## config.mk

```make
export PLATFORM = sky130hd
export DESIGN_NAME = memory_game_engine
export DESIGN_NICKNAME = d
export VERILOG_FILES = /design/src/rtl/memory_game_pkg.sv /design/src/rtl/memory_game_engine_pattern_store.sv /design/src/rtl/memory_game_engine.sv
export SDC_FILE = /design/constraint.sdc
export NUM_CORES = 1
export LEC_CHECK = 0
export BUFFER_PORTS_ARGS = -buffer_cell sky130_fd_sc_hd__buf_2
export CORE_UTILIZATION = 55
export CTS_BUF_LIST = sky130_fd_sc_hd__clkbuf_4 sky130_fd_sc_hd__clkbuf_8 sky130_fd_sc_hd__clkbuf_16
export CTS_CLUSTER_DIAMETER = 100
export CTS_CLUSTER_SIZE = 16
export DETAILED_ROUTE_END_ITERATION = 8
export GPL_TIMING_DRIVEN = 0
export PLACE_DENSITY = 0.84
export SYNTH_ARGS = -nofsm -noshare
export SYNTH_HDL_FRONTEND = slang
export SYNTH_SLANG_ARGS = --single-unit
```

## constraint.sdc

```tcl
create_clock -name clk -period 15.6 [get_ports clk]
set_clock_uncertainty 0.1 [all_clocks]
set_input_delay 3.12 -clock clk [delete_from_list [all_inputs] [get_ports clk]]
set_output_delay 3.12 -clock clk [all_outputs]
set_load 0.02 [all_outputs]
```

## src/rtl/memory_game_pkg.sv

```systemverilog
// Shared types for the memory-game engine: play modes and FSM states.
package memory_game_pkg;

  typedef enum logic [1:0] {
    MODE_CLASSIC = 2'd0,
    MODE_TIMED   = 2'd1,
    MODE_REVERSE = 2'd2
  } mode_e;

  typedef enum logic [2:0] {
    ST_IDLE     = 3'd0,
    ST_APPEND   = 3'd1,
    ST_SHOW_ON  = 3'd2,
    ST_SHOW_OFF = 3'd3,
    ST_INPUT    = 3'd4,
    ST_DONE     = 3'd5
  } state_e;

  function automatic int max_int(input int a, input int b);
    return (a > b) ? a : b;
  endfunction

endpackage

```

## src/rtl/memory_game_engine_pattern_store.sv

```systemverilog
// Pattern register file: one synchronous write port, one asynchronous read port.
module pattern_store #(
  parameter int DEPTH  = 25,
  parameter int DATA_W = 3,
  parameter int ADDR_W = 5
) (
  input  logic              clk,
  input  logic              we,
  input  logic [ADDR_W-1:0] waddr,
  input  logic [DATA_W-1:0] wdata,
  input  logic [ADDR_W-1:0] raddr,
  output logic [DATA_W-1:0] rdata
);

  logic [DATA_W-1:0] mem_r [DEPTH];

  // Write the addressed entry; contents survive reset on purpose.
  always_ff @(posedge clk) begin
    for (int i = 0; i < DEPTH; i++) begin
      if (we && (waddr == ADDR_W'(i))) begin
        mem_r[i] <= wdata;
      end
    end
  end

  // Read mux over all entries; addresses past DEPTH read as zero.
  always_comb begin
    rdata = {DATA_W{1'b0}};
    for (int i = 0; i < DEPTH; i++) begin
      rdata = (raddr == ADDR_W'(i)) ? mem_r[i] : rdata;
    end
  end

endmodule

```

## src/rtl/memory_game_engine.sv

```systemverilog
// Memory-game engine: append a random symbol each round, play the pattern back,
// then check presses in classic, timed or reverse-recall order.
module memory_game_engine
  import memory_game_pkg::*;
#(
  parameter int  NUM_SYM     = 8,
  parameter int  MAX_LEN     = 25,
  parameter int  SHOW_CYC    = 4,
  parameter int  GAP_CYC     = 2,
  parameter int  TIMEOUT_CYC = 64,
  localparam int SYM_W       = $clog2(NUM_SYM),
  localparam int LEN_W       = $clog2(MAX_LEN + 1)
) (
  input  logic               clk,
  input  logic               rst,
  input  logic [1:0]         mode,
  input  logic               start,
  input  logic [SYM_W-1:0]   rnd,
  input  logic               btn_valid,
  input  logic [SYM_W-1:0]   btn_sym,
  output logic               rnd_en,
  output logic [NUM_SYM-1:0] led,
  output logic               input_ready,
  output logic [LEN_W-1:0]   level,
  output logic [LEN_W-1:0]   score,
  output logic               game_over,
  output logic               win,
  output logic               timeout
);

  localparam int PH_W = $clog2(max_int(SHOW_CYC, GAP_CYC) + 1);
  localparam int TM_W = $clog2(TIMEOUT_CYC + 1);

  state_e           state_r, state_nxt_s;
  mode_e            mode_r, mode_nxt_s;
  logic [LEN_W-1:0] level_r, level_nxt_s;
  logic [LEN_W-1:0] score_r, score_nxt_s;
  logic [LEN_W-1:0] idx_r, idx_nxt_s;
  logic [LEN_W-1:0] pos_r, pos_nxt_s;
  logic [PH_W-1:0]  phase_r, phase_nxt_s;
  logic [TM_W-1:0]  timer_r, timer_nxt_s;
  logic             game_over_r, game_over_nxt_s;
  logic             win_r, win_nxt_s;
  logic             timeout_r, timeout_nxt_s;

  logic [SYM_W-1:0] sym_s;
  logic [SYM_W-1:0] rd_data_s;
  logic [LEN_W-1:0] exp_idx_s;
  logic [LEN_W-1:0] rd_addr_s;
  logic             hit_s;
  logic             last_pos_s;
  logic             wr_en_s;

  // LFSR values past the symbol range fold back by one NUM_SYM.
  assign sym_s = ({1'b0, rnd} < (SYM_W + 1)'(NUM_SYM)) ? rnd
               : SYM_W'({1'b0, rnd} - (SYM_W + 1)'(NUM_SYM));

  assign exp_idx_s  = (mode_r == MODE_REVERSE) ? (level_r - pos_r - LEN_W'(1)) : pos_r;
  assign rd_addr_s  = (state_r == ST_INPUT) ? exp_idx_s : idx_r;
  assign last_pos_s = (pos_r == level_r - LEN_W'(1));
  assign hit_s      = ({1'b0, btn_sym} < (SYM_W + 1)'(NUM_SYM)) && (btn_sym == rd_data_s);
  assign wr_en_s    = (state_r == ST_APPEND);

  pattern_store #(
    .DEPTH  (MAX_LEN),
    .DATA_W (SYM_W),
    .ADDR_W (LEN_W)
  ) u_store (
    .clk   (clk),
    .we    (wr_en_s),
    .waddr (level_r),
    .wdata (sym_s),
    .raddr (rd_addr_s),
    .rdata (rd_data_s)
  );

  assign rnd_en      = (state_r == ST_APPEND);
  assign input_ready = (state_r == ST_INPUT);
  assign led         = (state_r == ST_SHOW_ON) ? ({{(NUM_SYM - 1){1'b0}}, 1'b1} << rd_data_s)
                                               : {NUM_SYM{1'b0}};
  assign level       = level_r;
  assign score       = score_r;
  assign game_over   = game_over_r;
  assign win         = win_r;
  assign timeout     = timeout_r;

  // Next-state and datapath updates for every FSM-owned register.
  always_comb begin
    state_nxt_s     = state_r;
    mode_nxt_s      = mode_r;
    level_nxt_s     = level_r;
    score_nxt_s     = score_r;
    idx_nxt_s       = idx_r;
    pos_nxt_s       = pos_r;
    phase_nxt_s     = phase_r;
    timer_nxt_s     = timer_r;
    game_over_nxt_s = game_over_r;
    win_nxt_s       = win_r;
    timeout_nxt_s   = timeout_r;
    case (state_r)
      ST_IDLE, ST_DONE: begin
        if (start) begin
          case (mode)
            2'd1:    mode_nxt_s = MODE_TIMED;
            2'd2:    mode_nxt_s = MODE_REVERSE;
            default: mode_nxt_s = MODE_CLASSIC;
          endcase
          level_nxt_s     = {LEN_W{1'b0}};
          score_nxt_s     = {LEN_W{1'b0}};
          game_over_nxt_s = 1'b0;
          win_nxt_s       = 1'b0;
          timeout_nxt_s   = 1'b0;
          state_nxt_s     = ST_APPEND;
        end else begin
          state_nxt_s = state_r;
        end
      end
      ST_APPEND: begin
        level_nxt_s = level_r + LEN_W'(1);
        idx_nxt_s   = {LEN_W{1'b0}};
        phase_nxt_s = {PH_W{1'b0}};
        state_nxt_s = ST_SHOW_ON;
      end
      ST_SHOW_ON: begin
        if (phase_r == PH_W'(SHOW_CYC - 1)) begin
          phase_nxt_s = {PH_W{1'b0}};
          state_nxt_s = ST_SHOW_OFF;
        end else begin
          phase_nxt_s = phase_r + PH_W'(1);
        end
      end
      ST_SHOW_OFF: begin
        if (phase_r == PH_W'(GAP_CYC - 1)) begin
          phase_nxt_s = {PH_W{1'b0}};
          if (idx_r == level_r - LEN_W'(1)) begin
            pos_nxt_s   = {LEN_W{1'b0}};
            timer_nxt_s = {TM_W{1'b0}};
            state_nxt_s = ST_INPUT;
          end else begin
            idx_nxt_s   = idx_r + LEN_W'(1);
            state_nxt_s = ST_SHOW_ON;
          end
        end else begin
          phase_nxt_s = phase_r + PH_W'(1);
        end
      end
      ST_INPUT: begin
        // A press always takes priority over the timeout limit.
        if (btn_valid) begin
          if (!hit_s) begin
            game_over_nxt_s = 1'b1;
            state_nxt_s     = ST_DONE;
          end else if (!last_pos_s) begin
            pos_nxt_s   = pos_r + LEN_W'(1);
            timer_nxt_s = {TM_W{1'b0}};
          end else begin
            score_nxt_s = level_r;
            timer_nxt_s = {TM_W{1'b0}};
            if (level_r == LEN_W'(MAX_LEN)) begin
              win_nxt_s   = 1'b1;
              state_nxt_s = ST_DONE;
            end else begin
              state_nxt_s = ST_APPEND;
            end
          end
        end else if ((mode_r == MODE_TIMED) && (timer_r == TM_W'(TIMEOUT_CYC - 1))) begin
          game_over_nxt_s = 1'b1;
          timeout_nxt_s   = 1'b1;
          state_nxt_s     = ST_DONE;
        end else begin
          timer_nxt_s = timer_r + TM_W'(1);
        end
      end
      default: state_nxt_s = ST_IDLE;
    endcase
  end

  // State and datapath registers; the pattern memory is deliberately not reset.
  always_ff @(posedge clk) begin
    if (rst) begin
      state_r     <= ST_IDLE;
      mode_r      <= MODE_CLASSIC;
      level_r     <= {LEN_W{1'b0}};
      score_r     <= {LEN_W{1'b0}};
      idx_r       <= {LEN_W{1'b0}};
      pos_r       <= {LEN_W{1'b0}};
      phase_r     <= {PH_W{1'b0}};
      timer_r     <= {TM_W{1'b0}};
      game_over_r <= 1'b0;
      win_r       <= 1'b0;
      timeout_r   <= 1'b0;
    end else begin
      state_r     <= state_nxt_s;
      mode_r      <= mode_nxt_s;
      level_r     <= level_nxt_s;
      score_r     <= score_nxt_s;
      idx_r       <= idx_nxt_s;
      pos_r       <= pos_nxt_s;
      phase_r     <= phase_nxt_s;
      timer_r     <= timer_nxt_s;
      game_over_r <= game_over_nxt_s;
      win_r       <= win_nxt_s;
      timeout_r   <= timeout_nxt_s;
    end
  end

endmodule

```

==> results.md <==
- Status: complete, no violations
- I/O Buffers: 34
- Die Span Y: 110.4 um
- Synth-to-Final Area Change: 14.29%
- Syn avg cell area: 9.444 sq um
- CTS resizes: 0
- ANT cells: 0
- RSZ-0062 raised after global routing: no
- EDFF count, synth: between 70 and 80
- Crit end category: primary output
- Final slew viol count: 0
- Post-synthesis sequential area ratio: 0.4664
- Lkg Pwr: 0.002567 uW
- Routed Antenna Nets: 0
- Top cells by area, synth: edfxtp_1 (35%), dfxtp_1 (12%), nor2_1 (4.3%)
- Sequential Area: 3013 sq um
- CTS Buf Count: 17
- Vias in the first global route: about 5700
- CTS root buf: clkbuf_16
- IO Count: 35
- Util after Layout: 0.6466
- Logic pwr share: 0.379
- Mapped cell area: between 6000 and 7000 sq um
- P_int: a little under 700 uW
- Rows: 39
- Final wirelength: 20630 um
- Half-perimeter wire length after placement: approximately 15000 um
- First-pass GRT wire length: about 31000 um
- Period utilisation layout: 0.6096
- CTS tree: built
- Initial DRC count: 853
- Crit-path slowest cell: o21ai_1
- Worst-skew pair later-pin latency: between 0.4 and 0.5 ns
- Synth cell types: slightly below 80
- Sw Share: 0.4111
- Clock Path Buffers: 2
- Hold_buf cts: 0
- Post-Syn Instances: 684
- Fin. Hold Viols: 0
- #FFs+latches synth: between 100 and 150
- Flop pwr share: 0.298
- Most common cell on crit path: inv_1
- Max VDD drop: ~0.12 mV
- Core outline area: between 10000 and 15000 sq um
- Gp weighted congestion: a little under 1
- Predominant post-synthesis flop cell: edfxtp_1
- Clock power frac: 0.324
- Crit path cell chain: inv_1, ha_1, inv_1, fa_1, nor4b_1, a31oi_1, o21ai_1, a222oi_1, a2111oi_0, a2bb2oi_1, a2111oi_0, a211oi_1, inv_1, nor4_1, buf_2
- Die X-Extent: 110.4 um
- TNS Setup: 0 ns
- Total power: approximately 1200 uW
- # nets final: 768
- GRT Total Usage: 0.3583
- Critical path data required time: 12.38 ns
- Total Die Area: 12180 sq um
- Arr. time, crit path: ~6.3 ns
- Remaining global-route overflow: 0
- Share of cells above drive strength 1: 0.1133
- Sw power: 481.8 uW
- Multi-input gate area in the final layout: between 3000 and 4000 sq um
- Via count: 6043
- Synth top cells by count: edfxtp_1 (75), nor2_1 (74), a21oi_1 (54), nand2_1 (54), dfxtp_1 (38)
- Worst-path clk slew: approximately 0.060 ns
- Worst path max stage delay: slightly below 0.9 ns
- Bufs and invs on worst path: 4
- Initial Util: 0.5657
- Filler cell count: 906
- Worst hold path type: register to register
- Leading area contributor after synthesis: edfxtp_1
- Tmin final: between 9 and 10 ns
- Post-Syn Nets: slightly above 700
- Cell family with most CP delay: compound AO/OA/AOI/OAI gates
- Synth warn: 0
- Largest net degree at the start of global routing: 26
- Postcts setup bufs: 0
- Via/cell ratio: around 6.8
- Critical setup path kind: register to primary output
- Worst-path fanout max: 10
- Slew @ Worst Pin: ~1.1 ns
- Async S/R FF share, synth: 0
- Crit path launch type: register
- Initial antenna violation count: 0
- Drt wl/cell: 23.10 um
- Top cell type's share of synthesized area: 0.3486
- Max-slew headroom: 0.2347
- Number of max-cap violations: 0
- DRC viols: 0
- H-tree levels: 4
- Endpoints failing setup: 0
- Power density over the cells: about 160 nW/um^2
- TritonRoute pass-1 iters: 6
- Max Freq: roughly 0.11 GHz
- Clock sink count: 113
- Count leader, synth: edfxtp_1
[placed cells by master (no fill, tap or decap), types with 12 or more instances in the layout]
master,count
edfxtp_1,75
nor2_1,74
nand2_1,54
a21oi_1,54
dfxtp_1,38
buf_2,37
nor3_1,27
nand3_1,26
o21ai_0,25
clkbuf_1,23
inv_1,21
ha_1,18
clkbuf_16,17
a31oi_1,14
nand2b_1,12
xnor2_1,12
or3_1,12
[metrics by stage]
step / instances / instance area (sq um) / setup WS (ns) / hold slack, ns
2_1_floorplan: 684 / 6460 / 7.888 / 0.3567
3_3_place_gp: 861 / 6809 / 6.887 / 0.3493
3_5_place_dp: 861 / 6809 / 6.754 / 0.3539
4_1_cts: 893 / 7383 / 6.262 / 0.3611
5_1_grt: 893 / 7383 / 5.821 / 0.3871
6_report: 893 / 7383 / 6.091 / 0.3596
[sequential cells by signal (all words and copies together) (netlist names)]
register	cells
timer_r	7
state_r	3
level	5
score	5
phase_r	3
u_store.mem_r	75
pos_r	5
timeout	1
game_over	1
win	1
mode_r	2
idx_r	5
[layout make-up]
class	count	area share
tap	143	0.02423
multi-input combinational	515	0.4359
clock buffer	17	0.05762
sequential	113	0.4081
inverter	23	0.01169
clock inverter	15	0.02017
buffer	33	0.01932
timing repair buffer	34	0.02305
[power by group through the flow]
| stage | Clock, uW | Combinational (uW) | Sequential, uW |
|---|---|---|---|
| after global placement | 0 | 416 | 354 |
| after global routing | 391 | 474 | 351 |
| after detailed placement | 0 | 426 | 354 |
| after floorplan | 0 | 294 | 352 |
| final | 379 | 444 | 349 |
| after CTS | 377 | 431 | 348 |
[metal layers]
metal	routed length, um	GRT usage	vias up
li1	-	-	2709
met1	8605	0.4831	2884
met2	9384	0.5532	397
met3	2111	0.08995	53
met4	527	0.1400	0
met5	0	0	-
[tightest hold or removal path, cell delays in order (launching register included)]
cell and delay, ns:
dfxtp_1 0.30, nand3_1 0.06, a21oi_1 0.05
[cell families after synthesis]
group | Yosys count | synth area share
mux | 7 | 0.01143
simple gates | 277 | 0.2173
flops | 113 | 0.4664
compound gates | 190 | 0.2016
fa+ha+maj | 19 | 0.03796
xor+xnor | 22 | 0.02983
buf+inv | 56 | 0.03544
[path summary, 6_finish.rpt]
check | startpoint | end | slack [ns] | cells after the start
worst max-delay path | pos_r[0]$_SDFFE_PP0P_ | led[3] | 6.09 | 15
worst min-delay path | score[4]$_SDFFE_PP0P_ | score[4]$_SDFFE_PP0P_ | 0.36 | 2
worst max register to register | pos_r[0]$_SDFFE_PP0P_ | score[1]$_SDFFE_PP0P_ | 8.06 | 18
worst min register to register | score[4]$_SDFFE_PP0P_ | score[4]$_SDFFE_PP0P_ | 0.36 | 2
No activity file was read; power rests on OpenSTA's default activity.
